<file path="config.mk">
export PLATFORM = sky130hd
export DESIGN_NAME = fetch_ctrl
export DESIGN_NICKNAME = d
export VERILOG_FILES = /design/src/rtl/fetch_ctrl.sv
export SDC_FILE = /design/constraint.sdc
export NUM_CORES = 1
export LEC_CHECK = 0
export CAP_MARGIN = 20
export CORE_UTILIZATION = 43
export CTS_CLUSTER_DIAMETER = 100
export DETAILED_ROUTE_END_ITERATION = 8
export PLACE_DENSITY = 0.79
export SLEW_MARGIN = 20
export SYNTH_ARGS = -nofsm -noshare
export SYNTH_HDL_FRONTEND = slang
export SYNTH_SLANG_ARGS = --single-unit
</file>
<file path="constraint.sdc">
create_clock -name clk -period 1.8 [get_ports clk]
set_clock_uncertainty 0.1 [all_clocks]
set_input_delay 0.27 -clock clk [delete_from_list [all_inputs] [get_ports clk]]
set_output_delay 0.27 -clock clk [all_outputs]
set_load 0.01 [all_outputs]
</file>
<file path="src/rtl/fetch_ctrl.sv">
// fetch_ctrl: PC/fetch/decode sequencer with halt, button resume and optional single-step.
// Define FETCH_STEP_EN to add the step_btn port and single-step fetch while halted.
module fetch_ctrl #(
  parameter int OPC_W = 4,
  parameter int REG_W = 6,
  parameter int ADDR_W = 12,
  parameter logic [ADDR_W-1:0] RESET_PC = '0,
  parameter logic [OPC_W-1:0] HALT_OPC = 4'hF,
  parameter logic [OPC_W-1:0] JUMP_OPC = 4'h2,
  localparam int INSTR_W = OPC_W + 2*REG_W
) (
  input  logic clk,
  input  logic rst,
  input  logic resume_btn,
`ifdef FETCH_STEP_EN
  input  logic step_btn,
`endif
  input  logic [INSTR_W-1:0] instr,
  output logic [ADDR_W-1:0] instr_addr,
  output logic [OPC_W-1:0] opcode,
  output logic [REG_W-1:0] Rm,
  output logic [REG_W-1:0] Rn,
  output logic [ADDR_W-1:0] jump_addr,
  output logic instr_valid,
  output logic halted
);
  typedef enum logic {RUN, HALTED} state_t;
  state_t state, state_nx;
  logic [ADDR_W-1:0] pc;
  logic [OPC_W-1:0] cur_opc;
  logic [2:0] res_sync;
  logic res_edge, step_edge, fetch;
  assign cur_opc = instr[INSTR_W-1 -: OPC_W];
  // two synchroniser flops followed by the previous-value flop for edge detection
  always_ff @(posedge clk or posedge rst)
    if (rst) res_sync <= '0;
    else res_sync <= {res_sync[1:0], resume_btn};
  assign res_edge = res_sync[1] & ~res_sync[2];
`ifdef FETCH_STEP_EN
  logic [2:0] step_sync;
  always_ff @(posedge clk or posedge rst)
    if (rst) step_sync <= '0;
    else step_sync <= {step_sync[1:0], step_btn};
  assign step_edge = step_sync[1] & ~step_sync[2];
`else
  assign step_edge = 1'b0;
`endif
  always_ff @(posedge clk or posedge rst)
    if (rst) state <= RUN;
    else state <= state_nx;
  // a resume edge outranks a step edge while halted
  always_comb begin
    fetch = (state == RUN) | (~res_edge & step_edge);
    state_nx = (state == RUN) ? ((cur_opc == HALT_OPC) ? HALTED : RUN)
                              : (res_edge ? RUN : HALTED);
  end
  always_ff @(posedge clk or posedge rst)
    if (rst) begin
      pc <= RESET_PC;
      opcode <= '0;
      Rm <= '0;
      Rn <= '0;
      jump_addr <= '0;
      instr_valid <= 1'b0;
    end else begin
      instr_valid <= fetch;
      if (fetch) begin
        pc <= (cur_opc == JUMP_OPC) ? instr[ADDR_W-1:0] : pc + ADDR_W'(1);
        opcode <= cur_opc;
        Rm <= instr[2*REG_W-1 -: REG_W];
        Rn <= instr[REG_W-1:0];
        jump_addr <= instr[ADDR_W-1:0];
      end
    end
  assign instr_addr = pc;
  assign halted = (state == HALTED);
endmodule

</file>
==> results of run 1 <==
## power by group
part | leakage (uW) | switching, uW | internal (uW)
combinational | 0.000519 | 699 | 996
sequential | 0.000382 | 290 | 1030
clock | 0.0000450 | 248 | 267
## critical path: cells and delay by family
| kind | cells | cell delay [ns] |
|---|---|---|
| simple gates | 1 | 0.69 |
| buf+inv | 1 | 0.43 |
| compound gates | 2 | 0.42 |
## worst paths after layout
| path | from | to | slack [ns] |
|---|---|---|---|
| max | instr[12] | instr_addr[8]$_DFFE_PP0N_ | 0.06 |
| min | res_sync[0]$_DFF_PP0_ | res_sync[1]$_DFF_PP0_ | 0.26 |
| max reg2reg | instr_addr[2]$_DFFE_PP0N_ | instr_addr[11]$_DFFE_PP0N_ | 0.17 |
| min reg2reg | res_sync[0]$_DFF_PP0_ | res_sync[1]$_DFF_PP0_ | 0.26 |
| max in group asynchronous | rst | instr_addr[10]$_DFFE_PP0N_ | 1.02 |
| min in group asynchronous | rst | instr_addr[5]$_DFFE_PP0N_ | 0.28 |
## state kept, by name, summed over array words and instances, names as in the netlist
name / count
Rm: 6
opcode: 4
res_sync: 3
jump_addr: 1
instr_addr: 12
halted: 1
Rn: 5
instr_valid: 1
## through the flow
stage	utilization	area [sq um]	hold slack, ns	setup slack [ns]
3_3_place_gp	0.6336	2181	0.2346	-0.1771
4_1_cts	0.6576	2263	0.2728	0.06487
5_1_grt	0.6576	2263	0.2796	0.0004805
6_report	0.6576	2263	0.2647	0.05736
3_5_place_dp	0.6336	2181	0.2616	-0.2082
2_1_floorplan	-	1587	0.2014	0.2392
## routing by layer
layer  vias to the layer above  track usage  part of all wire
met1                       643       0.2257              0.42
met5                         -            0                 0
met4                         0      0.07558             0.014
met3                         6      0.05657             0.066
li1                        631            -                 -
met2                        61       0.3274              0.50
## layout by cell type (no fill, tap or decap), drive strengths merged, types with 6 or more instances in the layout
master	Yosys	routed
clkdlybuf4s50	0	60
dfrtp	33	33
mux2	16	16
a21oi	12	12
nor2	8	8
o21ai	8	8
buf	16	8
nand3	7	7
clkbuf	4	6
## logic make-up (layout without fill, tap and decap cells)
logic type               after synthesis  count (layout)  synth area share
buffers and inverters                 26              82           0.09621
AO/OA/AOI/OAI                         37              37            0.1538
multiplexers                          17              17            0.1199
flip-flops                            33              33            0.5205
adder cells (fa/ha/maj)                1               1          0.007885
AND/OR/NAND/NOR                       31              31            0.1017
## area by class of cell
type,instances,area [sq um],share of cell area
Inverter,6,22.52,0.009950
Clock buffer,6,72.57,0.03206
Multi-Input combinational cell,86,614.3,0.2714
Sequential cell,33,825.8,0.3648
Timing Repair Buffer,68,660.6,0.2919
Clock inverter,2,10.01,0.004422
Tap cell,46,57.56,0.02543
==> metrics.cfg, run 1 <==
[finish]
fillers = 258
n_antenna_cell = 0
area_delta_synth_final_pct = 42.67
nNetsFinal = 220
drive_gt1_frac = 0.1692
final_cell_count_no_fill = 247

[synth]
yosysSeqAreaShare = 0.5205
synth_area_leaders = dfrtp_1 52%, mux2_2 11%, buf_4 5.7%
yosysWarnings = 0
synth_area_sq_um = 1587
synth.most_common_cell = dfrtp_1
synthCells = 145
synth-edff-count = 0
synth_fp_nets = 165
ys.flop_type = dfrtp_1
synthTopCellsByCount = 33 x dfrtp_1, 16 x mux2_2, 12 x buf_4
ys_types = 35
synth-seq-cells = 33
yosys.area.top_type = dfrtp_1
synthArstFlopShare = 1.000
synth_top_area_share = 0.5205
avgSynthCellArea_sq_um = 10.94

[global_routing]
grt_pass1_vias = 1275
grt_pass1_wl_mm = 5.871
grt_max_degree = 34
grt.total_usage = 0.1920
gr-total-overflow = 0
antenna_found_initial = 0

[cts]
cts_tree = built
h-tree-depth = 2
ctsLongestPathBuffers = 2
cts_made_buffers = 5
cts-resized-gates = 0
post_cts_buffers = 0
hold_buffers = 0
insertion_delay_ns = 0.28
clock-sinks = 33
cts_root_buf = clkbuf_8
clk_pin_slew_ns = 0.07

[power]
power_density_nw_per_um2 = 1559
ir_drop_uv = 967.9
p_leak_uw = 0.0009456
power_uw = 3528

[route]
vias_per_cell = 5.429
first_pass_iters = 4
drc = 0
routedWlPerCell_microns = 13.96
vias = 1341
dr.first_iter.drc_count = 58
ant_nets = 0
routed_wl_mm = 3.449

[timing]
finalMaxSlewViolations = 0
fmax_ghz = 0.5738
setup_tns_ns = 0
rsz0062_at_grt = false
max_slew_margin = 0.7266
finalSetupViolations = 0
final.period_utilization = 0.9681
finalHoldViolations = 0
timing.final.crit_period_ns = 1.743
worstMarginPinSlew_ns = 0.4101

[die]
boundaryPins = 61
initial_core_util = 0.4609
coreArea_sq_um = 3442
die_area_sq_um = 3936
core.rowCount = 21
die_x_microns = 62.74
die_h_microns = 62.74

[critical_path]
worstPathArrival_ns = 1.81
cp_slowest_stage_delay_ns = 0.69
crit_required_ns = 1.87
critical_path.endpoint_type = flip-flop
cp_max_fo = 21
worstPathCellList = clkdlybuf4s50_1, or4b_4, o32a_1, o22a_1
critical_path_class = in2reg
ff2ff_path_depth = 4
slowest_stage = or4b_4
cp-start-kind = input port

[worst_hold_path]
hold_class = reg2reg
hold_depth = 0

[place]
dp.cells = 239
dp_hpwl_mm = 2.501
numPortBuffers = 60
routabilityCongestion = 0.7894

[run]
drv_cap = 0

[status]
status = finished, final reports clean

Power figures use the tool's default switching activity.
==> run 2, diff against run 1 <==
- CORE_UTILIZATION: 43 -> 47
- PLACE_DENSITY: 0.79 -> 0.85
- clock period: 1.8 -> 2.2 ns (I/O delays scaled with it)
==> metrics.cfg, run 2 (synthesis gave the netlist of run 1 again) <==
[critical_path]
rrSetupSlack_ns = 0.53  ; was 0.17 ns
worstPathBufferInverterCount = 1  ; unchanged
cp.depth = 1  ; was 4
crit_family = buffers and inverters  ; was simple AND/OR/NAND/NOR gates
cp-start-kind = flip-flop  ; was input port
cp_max_fo = 9  ; was 21
reg2reg_from = instr_addr[2]$_DFFE_PP0N_  ; unchanged
worstPathArrival_ns = 1.48  ; was 1.81 ns
cp_slowest_stage_delay_ns = 0.60  ; was 0.69 ns
reg2reg_to = instr_addr[11]$_DFFE_PP0N_  ; unchanged
worstPathCellList = clkdlybuf4s50_1  ; was clkdlybuf4s50_1, or4b_4, o32a_1, o22a_1
critical_path.endpoint_type = output pin  ; was flip-flop
slowest_stage = clkdlybuf4s50_1  ; was or4b_4
ff2ff_path_depth = 4  ; unchanged
critical_path_class = reg2out  ; was in2reg
crit_required_ns = 1.77  ; was 1.87 ns

[die]
die_x_microns = 60.10  ; was 62.74 microns
boundaryPins = 61  ; unchanged
core.rowCount = 20  ; was 21
coreArea_sq_um = 3128  ; was 3442 sq um
initial_core_util = 0.5072  ; was 0.4609
die_area_sq_um = 3612  ; was 3936 sq um
die_h_microns = 60.10  ; was 62.74 microns

[cts]
cts-resized-gates = 0  ; unchanged
h-tree-depth = 2  ; unchanged
post_cts_buffers = 0  ; unchanged
clock-sinks = 33  ; unchanged
cts_root_buf = clkbuf_4  ; was clkbuf_8
cts_tree = built  ; unchanged
clk_pin_slew_ns = 0.10  ; was 0.07 ns
ctsLongestPathBuffers = 2  ; unchanged
insertion_delay_ns = 0.33  ; was 0.28 ns
hold_buffers = 0  ; unchanged
cts_made_buffers = 5  ; unchanged

[route]
first_pass_iters = 4  ; unchanged
dr.first_iter.drc_count = 31  ; was 58
vias = 1346  ; was 1341
routedWlPerCell_microns = 14.76  ; was 13.96 microns
routed_wl_mm = 3.558  ; was 3.449 mm
ant_nets = 0  ; unchanged
drc = 0  ; unchanged
vias_per_cell = 5.585  ; was 5.429

[timing]
whs_ns = 0.2692  ; was 0.2647 ns
finalHoldViolations = 0  ; unchanged
worstMarginPinSlew_ns = 0.4041  ; was 0.4101 ns
max_slew_margin = 0.7306  ; was 0.7266
final.period_utilization = 0.8666
fmax_ghz = 0.5245
setup_tns_ns = 0  ; unchanged
finalMaxSlewViolations = 0  ; unchanged
timing.final.crit_period_ns = 1.907
finalSetupViolations = 0  ; unchanged
rsz0062_at_grt = false  ; unchanged

[finish]
nNetsFinal = 216  ; was 220
drive_gt1_frac = 0.1523  ; was 0.1692
area_delta_synth_final_pct = 38.64  ; was 42.67%
fillers = 255  ; was 258
n_antenna_cell = 0  ; unchanged
final_common_cell = clkdlybuf4s50_1  ; unchanged
fin_area_sq_um = 2200  ; was 2263 sq um
layout_common_cells = 60 x clkdlybuf4s50_1, 33 x dfrtp_1, 16 x mux2_2  ; unchanged
largest_reg_flops = 12  ; unchanged

[global_routing]
gr-total-overflow = 0  ; unchanged
antenna_found_initial = 0  ; unchanged
grt_max_degree = 35  ; was 34
grt_pass1_vias = 1340  ; was 1275
grt.total_usage = 0.2191  ; was 0.1920
grt_pass1_wl_mm = 5.782  ; was 5.871 mm

[worst_hold_path]
hold_depth = 0  ; unchanged
hold_class = reg2reg  ; unchanged
worstHoldStart = res_sync[0]$_DFF_PP0_  ; unchanged
holdPathEnd = res_sync[1]$_DFF_PP0_  ; unchanged

[place]
dp_hpwl_mm = 2.563  ; was 2.501 mm
placed_cell_area_sq_um = 2148  ; was 2181 sq um
numPortBuffers = 60  ; unchanged
routabilityCongestion = 0.7922  ; was 0.7894

[run]
drv_cap = 0  ; unchanged

[power]
power_density_nw_per_um2 = 1268  ; was 1559 nW/um^2
ir_drop_uv = 667.7  ; was 967.9 uV
p_leak_uw = 0.0009133  ; was 0.0009456 uW

[status]
status = finished, final reports clean  ; unchanged

-- run 2: layer usage --
layer	track usage	wire, microns	part of all wire
met1	0.2517	1486	0.42
met2	0.3768	1794	0.50
met3	0.06277	228	0.064
met4	0.09302	48	0.013
met5	0	0	0
-- run 2: stage by stage --
stage / cells / setup slack [ns] / util / total power, uW
after floorplan: 145 / 0.6264 / - / 1790
after global placement: 233 / 0.1243 / 0.6868 / 2415
after detailed placement: 233 / 0.07655 / 0.6868 / 2484
after CTS: 241 / 0.3066 / 0.7032 / 2802
after global routing: 241 / 0.2577 / 0.7032 / 2964
final: 241 / 0.2934 / 0.7032 / 2790
-- run 2: cell type report --
type	count	area, sq um	share of cell area
repair buffers	64	630.6	0.2867
inverters	6	22.52	0.01024
multi-input cells	86	614.3	0.2793
clock inverters	2	10.01	0.004551
clock buffers	6	41.29	0.01877
well taps	44	55.05	0.02503
flip-flops and latches	33	825.8	0.3754
-- run 2: worst max-delay path by stage --
stage | end | slack, ns | startpoint
final | instr_addr[2] | 0.29 | instr_addr[2]$_DFFE_PP0N_
after global routing | instr_addr[2] | 0.26 | instr_addr[2]$_DFFE_PP0N_
after CTS | instr_addr[2] | 0.31 | instr_addr[2]$_DFFE_PP0N_
after detailed placement | instr_addr[8]$_DFFE_PP0N_ | 0.08 | instr[15]
after global placement | instr_addr[8]$_DFFE_PP0N_ | 0.12 | instr[15]
after floorplan | instr_addr[8]$_DFFE_PP0N_ | 0.63 | instr[12]
-- run 2: power breakdown --
part	internal, uW	leakage (uW)	switching (uW)	total [uW]
logic	805	0.000500	589	1390
clock network	122	0.0000320	196	318
registers	838	0.000382	240	1080
==> run 3, diff against run 2 <==
- MAX_ROUTING_LAYER: unset -> met4
==> metrics.cfg, run 3 (synthesis gave the netlist of run 1 again) <==
[status]
status = finished, final reports clean  ; unchanged

[timing]
max_slew_margin = 0.7309  ; was 0.7306
final.period_utilization = 0.8687  ; was 0.8666
finalHoldViolations = 0  ; unchanged
finalMaxSlewViolations = 0  ; unchanged
rsz0062_at_grt = false  ; unchanged
timing.final.crit_period_ns = 1.911  ; was 1.907 ns
finalSetupViolations = 0  ; unchanged
fmax_ghz = 0.5233  ; was 0.5245 GHz
setup_tns_ns = 0  ; unchanged
worstMarginPinSlew_ns = 0.4037  ; was 0.4041 ns

[die]
boundaryPins = 61  ; unchanged
die_x_microns = 60.10  ; unchanged
coreArea_sq_um = 3128  ; unchanged
die_area_sq_um = 3612  ; unchanged
initial_core_util = 0.5072  ; unchanged
die_h_microns = 60.10  ; unchanged
core.rowCount = 20  ; unchanged

[critical_path]
critical_path.endpoint_type = output pin  ; unchanged
cp_max_fo = 9  ; unchanged
slowest_stage = clkdlybuf4s50_1  ; unchanged
cp-start-kind = flip-flop  ; unchanged
critical_path_class = reg2out  ; unchanged
worstPathCellList = clkdlybuf4s50_1  ; unchanged
crit_family = buffers and inverters  ; unchanged
cp_slowest_stage_delay_ns = 0.60  ; about the same
worstPathBufferInverterCount = 1  ; unchanged
crit_required_ns = 1.77  ; about the same
worstPathArrival_ns = 1.48  ; about the same

[cts]
insertion_delay_ns = 0.34  ; was 0.33 ns
post_cts_buffers = 0  ; unchanged
cts-resized-gates = 0  ; unchanged
cts_root_buf = clkbuf_4  ; unchanged
hold_buffers = 0  ; unchanged
clk_pin_slew_ns = 0.10  ; about the same
clock-sinks = 33  ; unchanged
cts_tree = built  ; unchanged
h-tree-depth = 2  ; unchanged
cts_made_buffers = 5  ; unchanged
ctsLongestPathBuffers = 2  ; unchanged

[route]
vias = 1332  ; was 1346
routed_wl_mm = 3.563  ; was 3.558 mm
drc = 0  ; unchanged
ant_nets = 0  ; unchanged
routedWlPerCell_microns = 14.78  ; was 14.76 microns
dr.first_iter.drc_count = 30  ; was 31
vias_per_cell = 5.527  ; was 5.585
first_pass_iters = 4  ; unchanged

[place]
placed_cell_area_sq_um = 2148  ; unchanged
routabilityCongestion = 0.8034  ; was 0.7922
dp_hpwl_mm = 2.563  ; unchanged
numPortBuffers = 60  ; unchanged

[finish]
drive_gt1_frac = 0.1523  ; unchanged
final_common_cell = clkdlybuf4s50_1  ; unchanged
fin_area_sq_um = 2200  ; unchanged
largest_reg_flops = 12  ; unchanged
area_delta_synth_final_pct = 38.64  ; unchanged
layout_common_cells = 60 x clkdlybuf4s50_1, 33 x dfrtp_1, 16 x mux2_2  ; unchanged
nNetsFinal = 216  ; unchanged
n_antenna_cell = 0  ; unchanged

[power]
ir_drop_uv = 666.1  ; was 667.7 uV
power_density_nw_per_um2 = 1268  ; about the same
p_leak_uw = 0.0009133  ; unchanged

[global_routing]
gr-total-overflow = 0  ; unchanged
grt.total_usage = 0.2256  ; was 0.2191
grt_max_degree = 35  ; unchanged
grt_pass1_wl_mm = 5.796  ; was 5.782 mm
grt_pass1_vias = 1340  ; unchanged
antenna_found_initial = 0  ; unchanged

[run]
drv_cap = 0  ; unchanged

[worst_hold_path]
hold_class = reg2reg  ; unchanged

==> run 3: cell counts in the layout (fill, tap and decap cells not counted) <==
No cell type changed its count.
==> run 3: worst paths after layout <==
| kind | from | end | slack (ns) | cells after the start |
|---|---|---|---|---|
| setup / recovery | instr_addr[2]$_DFFE_PP0N_ | instr_addr[2] | 0.29 | 1 |
| setup reg to reg | instr_addr[2]$_DFFE_PP0N_ | instr_addr[11]$_DFFE_PP0N_ | 0.52 | 4 |
| max in group asynchronous | rst | instr_addr[5]$_DFFE_PP0N_ | 1.43 | 3 |
| hold reg to reg | res_sync[0]$_DFF_PP0_ | res_sync[1]$_DFF_PP0_ | 0.27 | 0 |
| min in group asynchronous | rst | instr_addr[3]$_DFFE_PP0N_ | 0.28 | 3 |
| hold / removal | res_sync[0]$_DFF_PP0_ | res_sync[1]$_DFF_PP0_ | 0.27 | 0 |
==> run 3: area by class of cell <==
type	instances	area, sq um
Clock buffer	6	41.29
Clock inverter	2	10.01
Fill cell	255	928.4
Inverter	6	22.52
Multi-Input combinational cell	86	614.3
Sequential cell	33	825.8
Tap cell	44	55.05
Timing Repair Buffer	64	630.6
==> run 3: stage by stage <==
step / worst slack (ns) / power (uW) / hold WS, ns / std cells / utilization
floorplan: 0.6264 / 1790 / 0.2312 / 145 / -
CTS: 0.3066 / 2802 / 0.2710 / 241 / 0.7032
global placement: 0.1243 / 2415 / 0.2410 / 233 / 0.6868
global route: 0.2577 / 2963 / 0.2861 / 241 / 0.7032
finish: 0.2889 / 2790 / 0.2692 / 241 / 0.7032
detailed placement: 0.07655 / 2484 / 0.2450 / 233 / 0.6868
==> run 3: routing by layer <==
metal / vias up / part of all wire / GRT usage
li1: 625 / - / -
met1: 645 / 0.42 / 0.2559
met2: 57 / 0.51 / 0.3768
met3: 5 / 0.064 / 0.05628
met4: 0 / 0.013 / 0.09302
met5: - / 0 / -
==> run 3: where the power goes <==
part / internal, uW / switching [uW] / leakage (uW)
registers: 838 / 240 / 0.000382
logic: 805 / 587 / 0.000500
clock network: 122 / 198 / 0.0000320
total: 1760 / 1020 / 0.000913
==> run 3: worst reg2reg max path, delay by kind of cell, from the launching register on <==
kind,cells,cell delay (ns)
AOI/OAI and AO/OA,3,0.69
DFF,1,0.54
and+or+nand+nor,1,0.28
